## src/rtl/tick_pkg.sv

```systemverilog
// Shared definitions for the multi-channel tick generator: channel state
// encoding, default sizing and the packed period slice offset.
package tick_pkg;

    typedef enum logic {
        IDLE = 1'b0,
        RUN  = 1'b1
    } tick_state_e;

    localparam int TICK_N_CH_DEF  = 4;
    localparam int TICK_CNT_W_DEF = 26;

    // Low bit of channel ch's period inside the packed max_count bus.
    function automatic int slice_lo(input int ch, input int w);
        return ch * w;
    endfunction

endpackage

```

## src/rtl/tick_channel.sv

```systemverilog
// One tick channel: IDLE/RUN FSM, up-counter and latched period register.
//
//   state | meaning
//   IDLE  | not counting; counter held at 0, tick low
//   RUN   | counting up to the latched period, tick on terminal count
module tick_channel
    import tick_pkg::*;
#(
    parameter int CNT_W = TICK_CNT_W_DEF
) (
    input  logic             clk,
    input  logic             reset,
    input  logic             ch_en,
    input  logic             oneshot,
    input  logic             start,
    input  logic [CNT_W-1:0] max_count,
    output logic             tick,
    output logic             busy
);

    tick_state_e      state, state_nxt;
    logic [CNT_W-1:0] count, count_nxt;
    logic [CNT_W-1:0] period, period_nxt;
    logic             tick_nxt;
    logic             term;
    logic             enter;

    assign term  = (count == period);
    // Entering (or restarting) RUN: explicit start, or a periodic channel waking up.
    assign enter = start || (state == IDLE && !oneshot);

    always_ff @(posedge clk) begin
        if (reset) begin
            state  <= IDLE;
            count  <= '0;
            period <= '0;
            tick   <= 1'b0;
        end else begin
            state  <= state_nxt;
            count  <= count_nxt;
            period <= period_nxt;
            tick   <= tick_nxt;
        end
    end

    always_comb begin
        state_nxt = state;
        if (!ch_en) begin
            state_nxt = IDLE;
        end else if (start) begin
            state_nxt = RUN;
        end else begin
            case (state)
                IDLE:    if (!oneshot) state_nxt = RUN;
                RUN:     if (term && oneshot) state_nxt = IDLE;
                default: state_nxt = IDLE;
            endcase
        end
    end

    always_comb begin
        count_nxt  = count;
        period_nxt = period;
        tick_nxt   = 1'b0;
        if (!ch_en) begin
            count_nxt = '0;
        end else if (enter) begin
            count_nxt  = '0;
            period_nxt = max_count;
        end else if (state == RUN) begin
            if (term) begin
                tick_nxt  = 1'b1;
                count_nxt = '0;
                if (!oneshot) period_nxt = max_count;
            end else begin
                count_nxt = count + CNT_W'(1);
            end
        end
    end

    assign busy = (state == RUN);

endmodule

```

## src/rtl/multi_tick_gen.sv

```systemverilog
// Multi-channel tick generator: N_CH independent periodic/one-shot channels,
// each taking its period from its own slice of the packed max_count bus.
module multi_tick_gen
    import tick_pkg::*;
#(
    parameter int N_CH  = TICK_N_CH_DEF,
    parameter int CNT_W = TICK_CNT_W_DEF
) (
    input  logic                  clk,
    input  logic                  reset,
    input  logic [N_CH*CNT_W-1:0] max_count,
    input  logic [N_CH-1:0]       ch_en,
    input  logic [N_CH-1:0]       oneshot,
    input  logic [N_CH-1:0]       start,
    output logic [N_CH-1:0]       tick,
    output logic [N_CH-1:0]       busy
);

    for (genvar i = 0; i < N_CH; i++) begin : g_ch
        tick_channel #(
            .CNT_W(CNT_W)
        ) u_ch (
            .clk      (clk),
            .reset    (reset),
            .ch_en    (ch_en[i]),
            .oneshot  (oneshot[i]),
            .start    (start[i]),
            .max_count(max_count[slice_lo(i, CNT_W) +: CNT_W]),
            .tick     (tick[i]),
            .busy     (busy[i])
        );
    end

endmodule

```

## config.mk

```make
export PLATFORM = sky130hd
export DESIGN_NAME = multi_tick_gen
export DESIGN_NICKNAME = d
export VERILOG_FILES = /design/src/rtl/tick_pkg.sv /design/src/rtl/tick_channel.sv /design/src/rtl/multi_tick_gen.sv
export SDC_FILE = /design/constraint.sdc
export NUM_CORES = 1
export LEC_CHECK = 0
export ABC_AREA = 0
export CELL_PAD_IN_SITES_DETAIL_PLACEMENT = 2
export CELL_PAD_IN_SITES_GLOBAL_PLACEMENT = 2
export CORE_UTILIZATION = 38
export DETAILED_ROUTE_END_ITERATION = 12
export GPL_ROUTABILITY_DRIVEN = 0
export GPL_TIMING_DRIVEN = 0
export HOLD_SLACK_MARGIN = 0.02
export PLACE_DENSITY = 0.89
export SYNTH_ARGS = -nofsm -noshare
export SYNTH_HDL_FRONTEND = slang
export SYNTH_SLANG_ARGS = --single-unit
export TNS_END_PERCENT = 30
```

## constraint.sdc

```tcl
create_clock -name clk -period 5.7 [get_ports clk]
set_input_delay 1.14 -clock clk [delete_from_list [all_inputs] [get_ports clk]]
set_output_delay 1.14 -clock clk [all_outputs]
set_load 0.02 [all_outputs]
```

# [After elaboration in Yosys (flattened, before gate mapping)]
# Cells that the tools add are included.
[totals] ff_bits=216 input_bits=118 output_inout_bits=8 word_cells=116
[op_classes] addsub=4 n_eq_ne=8 mux=40 bitwise_logic=8 reduce_logical=40
[ops] operator="2-to-1 mux 26 bit" n=20
[ops] operator="adder 26 x 1 -> 26 bit (second input constant)" n=4
[ops] operator="== test 26 bit" n=4
[ops] operator="2-to-1 mux 1 bit" n=16
[ops] operator="AND reduction 4 bit" n=4
[ops] operator="nonzero test 2 bit" n=8
[ops] operator="OR reduction 4 bit" n=4
[ops] operator="OR reduction 3 bit" n=4
[ops] operator="logical AND 1 bit" n=8
[ops] operator="inequality test 2 x 1 -> 1 bit (second input constant)" n=4
[ops] operator="inverter 1 bit" n=8
[ops] operator="one-hot mux 1 bit (2 select lines)" n=4
[ops] operator="OR reduction 2 bit" n=4
[ops] operator="zero test 1 bit" n=4
[ops] operator="logical OR 1 bit" n=4

# [Logic depth before layout (Yosys ltp)]
# Gate-level depths: netlist of the first run.
[depth] depth_word=5 ltp_mapped=9

# [By module]
# Synthesis of the first run repeated with hierarchy kept, for this count alone.
[hier_totals] hier_cells=1180 area_unflattened_um2=10920.5
[by_module_without_submodules] module="tick_channel" n_inst=4 cells_per_inst=295 area_per_inst_um2=2730.1 seq_area_each_um2=1081.0

# [Worst setup path before layout of the first run]
# Ideal clock, no wire load.
[synth_path] kind="input to register" from="input port reset" to="register g_ch[1].u_ch.count[11]" setup_ns=0.064 arrival_ns=2.292 t_required_ns=5.636 setup_slack_ns=3.343 cell_stages=7 path_cell_list="clkbuf_1 > nand2b_1 > or3_1 > nand2b_1 > buf_2 > buf_2 > nor2_1"
[synth_between] elab_chain_cells=1
[synth_lines] element="start, declared" line_no="multi_tick_gen.sv:10" source="input logic reset,"
[synth_lines] element="OR reduction 3 bit (no source line)"
[synth_lines] element="end signal, assigned" line_no="tick_channel.sv:40" source="count <= count_nxt;"
[synth_lines] element="end, declared" line_no="tick_channel.sv:22" source="logic [CNT_W-1:0] count, count_nxt;"
# No other way between the ends.
# A chain may end at the register's enable or synchronous reset.

==> reports/results.ini, run 1 <==
[logic_synthesis]
yosys-mux-area-fraction_pct=9.92
synth_top_family_by_area=simple AND/OR/NAND/NOR gates
yosysTopAreaCell=dfxtp_1
synth_seq_area_share_pct=40.1
synth-simple-area-share_pct=27.5
synth_xor_area_share_pct=16.5
synth.area.top_cells=dfxtp_1, nand2b_1, xnor2_1, mux2i_1, nor2_1
synth_top_area_share_pct=40.1
syn_avg_cell_area_sq_um=9.14
synthArstFlopShare_pct=0
synthCells=1181
yosysWarningCount=0
synth_compound_area_share_pct=0.904
synth_fp_nets=1303
synthAdderAreaFrac_pct=0.464
ys_types=32
synthFlopType=dfxtp_1
ys_ff_latch=216
synth_edf_count=0
synth_area_sq_um=10800

[clocking]
cts.clk_slew.worst_paths_ns=0.06
clk_latency_ns=0.53
post-cts-setup-buffer-count=0
htree_levels=1
cts_tree=yes
cts.repair.resized=0
clock_sinks=216
cts_buffers=26
cts_hold_buf=0
root_buffer=clkbuf_16
clockBufferDepth=3

[timing]
rsz0062_at_grt=false
setup_ws_ns=2.89
min_period_ns=2.81
setup_tns_ns=0
slew_headroom_pct=41.4
max_freq_mhz=356
finalHoldViolations=0
worst_hold_slack_ns=0.491
slew_viol_final=0
min_period_over_period_pct=49.2
worst-slew-pin-transition_ns=0.879
skew_ns=0.0136
setup_viol=0

[grt]
grt_pass1_wl_mm=60.9
grt_overflow=0
grt_usage_pct=27.4
grt_max_degree=13
grt_pass1_vias=10400
antenna_found_initial=0

[detailed_routing]
routed_wl_mm=39.5
dr_total_vias=8949
wl_per_cell_um=22.9
avgViaCountPerCell=5.18
drtIter0Drc=317
dr.pass1.iters=4
wl_met3_mm=1.05
route.antenna.remaining_nets=0
drt-met1-wl_mm=15.8
drc=0
dr.max_layer_used=met4
wl_met2_mm=21.0

[die]
fp.dieH_um=171
rows=61
start_util_pct=38.7
fp.coreArea_sq_um=27900
die_x_um=171
ios=126
die_area_sq_um=29100

[placed_design]
dp_slack_ns=2.51
dp_hpwl_mm=25.8
io_buffers=124

[worst_setup_path]
r2r_setup_slack_ns=3.05
end_kind=flip-flop
arrival_ns=3.22
required_ns=6.11
critPathMaxFanout=10
critical_path_class=in -> reg
cp-start-kind=primary input

[layout]
fin_util_pct=47.9
syn_to_final_growth_pct=23.6
drive_gt1_share_pct=6.59
fin_nets=1455
antennaDiodeCount=0

[run_status]
status=finished, final reports clean

[run]
cap_violations=0

[power_and_ir_drop]
p_leak_nw=4.45
power_density_nw_per_um2=278
max-vdd-ir-drop_uv=206

[min_path]
min_path_type=reg -> reg

-- sequential cells by signal, summed over array words and instances, names as in the netlist --
name	flops
g_ch.u_ch.tick	4
g_ch.u_ch.period	104
g_ch.u_ch.busy	4
g_ch.u_ch.count	104
-- report_power, final --
part / internal, W / total [W] / leakage, nW / switching [W]
Combinational: 0.000216 / 0.000414 / 2.29 / 0.000197
Sequential: 0.00156 / 0.00160 / 1.75 / 0.0000461
Clock: 0.000997 / 0.00169 / 0.406 / 0.000691
Total: 0.00277 / 0.00371 / 4.45 / 0.000935
-- cell families (layout without fill, tap and decap cells) --
kind of cell    Yosys count  after routing
mux                     107            107
buf+inv                  78            248
xor+xnor                201            201
simple gates            559            559
compound gates           16             16
fa+ha+maj                 4              4
flops                   216            216
-- metal layers --
metal | up-vias | global-route usage, %
met3 | 95 | 3.70
met5 | - | 0
li1 | 4148 | -
met1 | 4512 | 30.0
met2 | 194 | 52.3
met4 | 0 | 12.1
-- metrics by stage --
step                instance area [sq um]  std cells  total power, W
detailed placement                  12500       1683         0.00203
CTS                                 13300       1729         0.00374
global route                        13300       1729         0.00381
floorplan                           10800       1181         0.00185
global placement                    12500       1683         0.00201
finish                              13300       1729         0.00371
-- path summary, 6_finish.rpt --
check	from	to	depth (start not counted)
setup / recovery	reset	g_ch[0].u_ch.period[1]	5
hold / removal	g_ch[0].u_ch.period[21]	g_ch[0].u_ch.period[21]	2
setup reg to reg	g_ch[3].u_ch.count[8]	g_ch[3].u_ch.count[9]	7
hold reg to reg	g_ch[0].u_ch.period[21]	g_ch[0].u_ch.period[21]	2
-- final cells by class --
class | instances | area, sq um
Inverter | 11 | 41.3
Sequential cell | 216 | 4320
Multi-Input combinational cell | 887 | 5970
Clock buffer | 40 | 754
Timing Repair Buffer | 124 | 1240
Buffer | 67 | 459
Fill cell | 2934 | 14500
Tap cell | 378 | 473
Clock inverter | 6 | 82.6
-- worst max-delay path, stage by stage --
cell,delay (ns)
clkbuf_1,0.45
clkbuf_1,0.73
clkbuf_1,0.58
nand2b_1,0.22
mux2i_1,0.09
-- cells in the final DEF (no fill, tap or decap), types with 27 or more instances in the layout --
| cell type | count |
|---|---|
| xor2_1 | 58 |
| clkbuf_1 | 36 |
| nand2_1 | 54 |
| nor2_1 | 152 |
| mux2i_1 | 107 |
| nand2b_1 | 216 |
| dfxtp_1 | 216 |
| clkbuf_16 | 27 |
| xnor2_1 | 140 |
| nand3_1 | 38 |
| clkdlybuf4s50_1 | 124 |
| nand4_1 | 54 |
-- synthesized netlist by cell type, types with 4 or more instances --
cell type  count
dfxtp_1      216
nand2b_1     216
nor2_1       152
xnor2_1      140
mux2i_1      107
xor2_1        58
nand2_1       54
nand4_1       54
nand3_1       38
clkbuf_1      26
buf_2         17
nor3_1        14
a21oi_1       11
buf_4         11
inv_1         11
and3_1        10
buf_6          7
buf_12         5
nor4_2         5
and4_1         4
ha_1           4
nand3b_1       4
Note: power is estimated with default switching activity, not from simulation.
==> run 2, diff against run 1 <==
--- a/config.mk
+++ b/config.mk
@@ -8,12 +8,12 @@
 export ABC_AREA = 0
 export CELL_PAD_IN_SITES_DETAIL_PLACEMENT = 2
 export CELL_PAD_IN_SITES_GLOBAL_PLACEMENT = 2
-export CORE_UTILIZATION = 38
+export CORE_UTILIZATION = 32
 export DETAILED_ROUTE_END_ITERATION = 12
 export GPL_ROUTABILITY_DRIVEN = 0
 export GPL_TIMING_DRIVEN = 0
 export HOLD_SLACK_MARGIN = 0.02
-export PLACE_DENSITY = 0.89
+export PLACE_DENSITY = 0.8
 export SYNTH_ARGS = -nofsm -noshare
 export SYNTH_HDL_FRONTEND = slang
 export SYNTH_SLANG_ARGS = --single-unit
==> constraint.sdc (replaced) <==
create_clock -name clk -period 2.5 [get_ports clk]
set_input_delay 0.5 -clock clk [delete_from_list [all_inputs] [get_ports clk]]
set_output_delay 0.5 -clock clk [all_outputs]
set_load 0.02 [all_outputs]
==> reports/results.ini, run 2 (synthesis gave the netlist of run 1 again) <==
[run_status]
status=finished, final reports clean

[layout]
fin_nets=1455  ; unchanged
regArea_sq_um=4320  ; unchanged
largestRegisters=g_ch.u_ch.count: 104 flops, g_ch.u_ch.period: 104 flops
fin_cells=1790  ; +3.5%
multi_input_area_sq_um=5990  ; +0.36%
drive_gt1_share_pct=6.53  ; -0.055 points
syn_to_final_growth_pct=24.3
final_cell_mix=nand2b_1, dfxtp_1, nor2_1
fillerInstances=3611  ; +23%

[detailed_routing]
routed_wl_mm=31.6  ; -20%
dr.pass1.iters=4  ; unchanged
drtIter0Drc=209  ; -34%
dr_total_vias=8416  ; -6.0%
drc=0  ; unchanged
route.antenna.remaining_nets=0  ; unchanged
avgViaCountPerCell=4.70  ; -9.2%
wl_per_cell_um=17.6  ; -23%

[grt]
grt_pass1_wl_mm=50.2  ; -18%
grt_overflow=0  ; unchanged
antenna_found_initial=0  ; unchanged
grt_pass1_vias=9292  ; -11%
grt_max_degree=14  ; +1
grt_usage_pct=18.7  ; -8.7 points

[worst_setup_path]
slowest_delay_ns=0.42  ; -0.31 ns
cp_cell_sequence=xnor2_1 > nand4_1 > nor4_1 > nand3_1 > o21bai_4 > buf_2 > nor2_1
arrival_ns=2.72  ; -0.50 ns
critical_path_class=reg -> reg
end_kind=flip-flop
slowest_stage=nor4_1
cp-start-kind=flip-flop
critPathMaxFanout=10  ; unchanged
required_ns=2.92  ; -3.19 ns

[timing]
slew_headroom_pct=49.5  ; +8.1 points
finalHoldViolations=0  ; unchanged
setup_ws_ns=0.206  ; -2.69 ns
setup_viol=0  ; unchanged
max_freq_mhz=436
min_period_ns=2.29
skew_ns=0.0185  ; +0.00489 ns
rsz0062_at_grt=false
slew_viol_final=0  ; unchanged
worst-slew-pin-transition_ns=0.751  ; -0.128 ns
min_period_over_period_pct=91.8

[power_and_ir_drop]
max-vdd-ir-drop_uv=485  ; +140%
p_leak_nw=4.44  ; -0.32%
power_density_nw_per_um2=609  ; +120%

[clocking]
post-cts-setup-buffer-count=0  ; unchanged
cts.clk_slew.worst_paths_ns=0.06  ; about the same
clock_sinks=216  ; unchanged
root_buffer=clkbuf_16
clockBufferDepth=3  ; unchanged
htree_levels=1  ; unchanged
clk_latency_ns=0.54  ; about the same
cts_tree=yes
cts_buffers=26  ; unchanged

[die]
fp.coreArea_sq_um=32900  ; +18%
die_x_um=186  ; +8.9%
start_util_pct=32.8  ; -5.9 points
rows=66  ; +8.2%
die_area_sq_um=34500  ; +19%
fp.dieH_um=186  ; +8.9%
ios=126  ; unchanged

[placed_design]
dp_hpwl_mm=24.4  ; -5.4%
io_buffers=124  ; unchanged
dpl.cell_count=1747  ; +3.8%
dp_slack_ns=-0.150  ; -2.66 ns

[min_path]
min_path_type=reg -> reg

[run]
cap_violations=0  ; unchanged

run 2: cell count changes in the layout (fill, tap and decap cells not counted), sizes merged:
cell | before | now
diode | 0 | 1
bufinv | 2 | 1
clkbuf | 66 | 65
clkinv | 3 | 1
run 2: worst paths after layout:
check,start,to,slack [ns],cells past startpoint
worst max-delay path,g_ch[3].u_ch.count[22],g_ch[3].u_ch.count[9],0.21,7
worst min-delay path,g_ch[1].u_ch.period[22],g_ch[1].u_ch.period[22],0.49,2
worst max register to register,g_ch[3].u_ch.count[22],g_ch[3].u_ch.count[9],0.21,7
worst min register to register,g_ch[1].u_ch.period[22],g_ch[1].u_ch.period[22],0.49,2
run 2: final cells by class:
| class | count | share of cell area (%) |
|---|---|---|
| antenna | 1 | 0.0187 |
| clock buffer | 39 | 5.59 |
| buffer | 67 | 3.42 |
| tap | 442 | 4.12 |
| inverter | 11 | 0.308 |
| timing repair buffer | 124 | 9.25 |
| multi-input combinational | 887 | 44.7 |
| clock inverter | 3 | 0.401 |
| sequential | 216 | 32.2 |
run 2: per-stage QoR:
stage / util (%) / area [sq um] / hold WS [ns] / setup TNS (ns) / total power (W)
after global routing: 40.8 / 13400 / 0.510 / 0 / 0.00851
after floorplan: - / 10800 / 0.460 / 0 / 0.00423
after detailed placement: 38.3 / 12600 / 0.485 / -1.63 / 0.00462
after CTS: 40.7 / 13400 / 0.493 / 0 / 0.00830
after global placement: 38.3 / 12600 / 0.474 / -1.52 / 0.00459
final: 40.8 / 13400 / 0.491 / 0 / 0.00817
run 2: timing repair:
action / CTS / global route
gates resized for setup: 0 / 3
setup endpoints to repair: 0 / 27
hold buffers: 0 / 0
run 2: power breakdown:
part	leakage [nW]	switching, W	internal [W]
Combinational	2.30	0.000403	0.000497
Sequential	1.75	0.0000934	0.00355
Clock	0.387	0.00147	0.00215
run 2: critical path: cells and delay by family (launching register included):
kind	cells	cell delay [ns]
AND/OR/NAND/NOR	4	0.95
buffers and inverters	1	0.29
XOR/XNOR	1	0.27
AO/OA/AOI/OAI	1	0.29
flip-flops	1	0.37
run 2: routing by layer:
layer  GRT usage [%]  routed length [um]  vias to the layer above
met2            34.6               16100                      108
met1            23.3               14000                     4125
met4            3.67                 512                        0
li1                -                   -                     4154
met5               0                   0                        -
met3            2.07                 904                       29
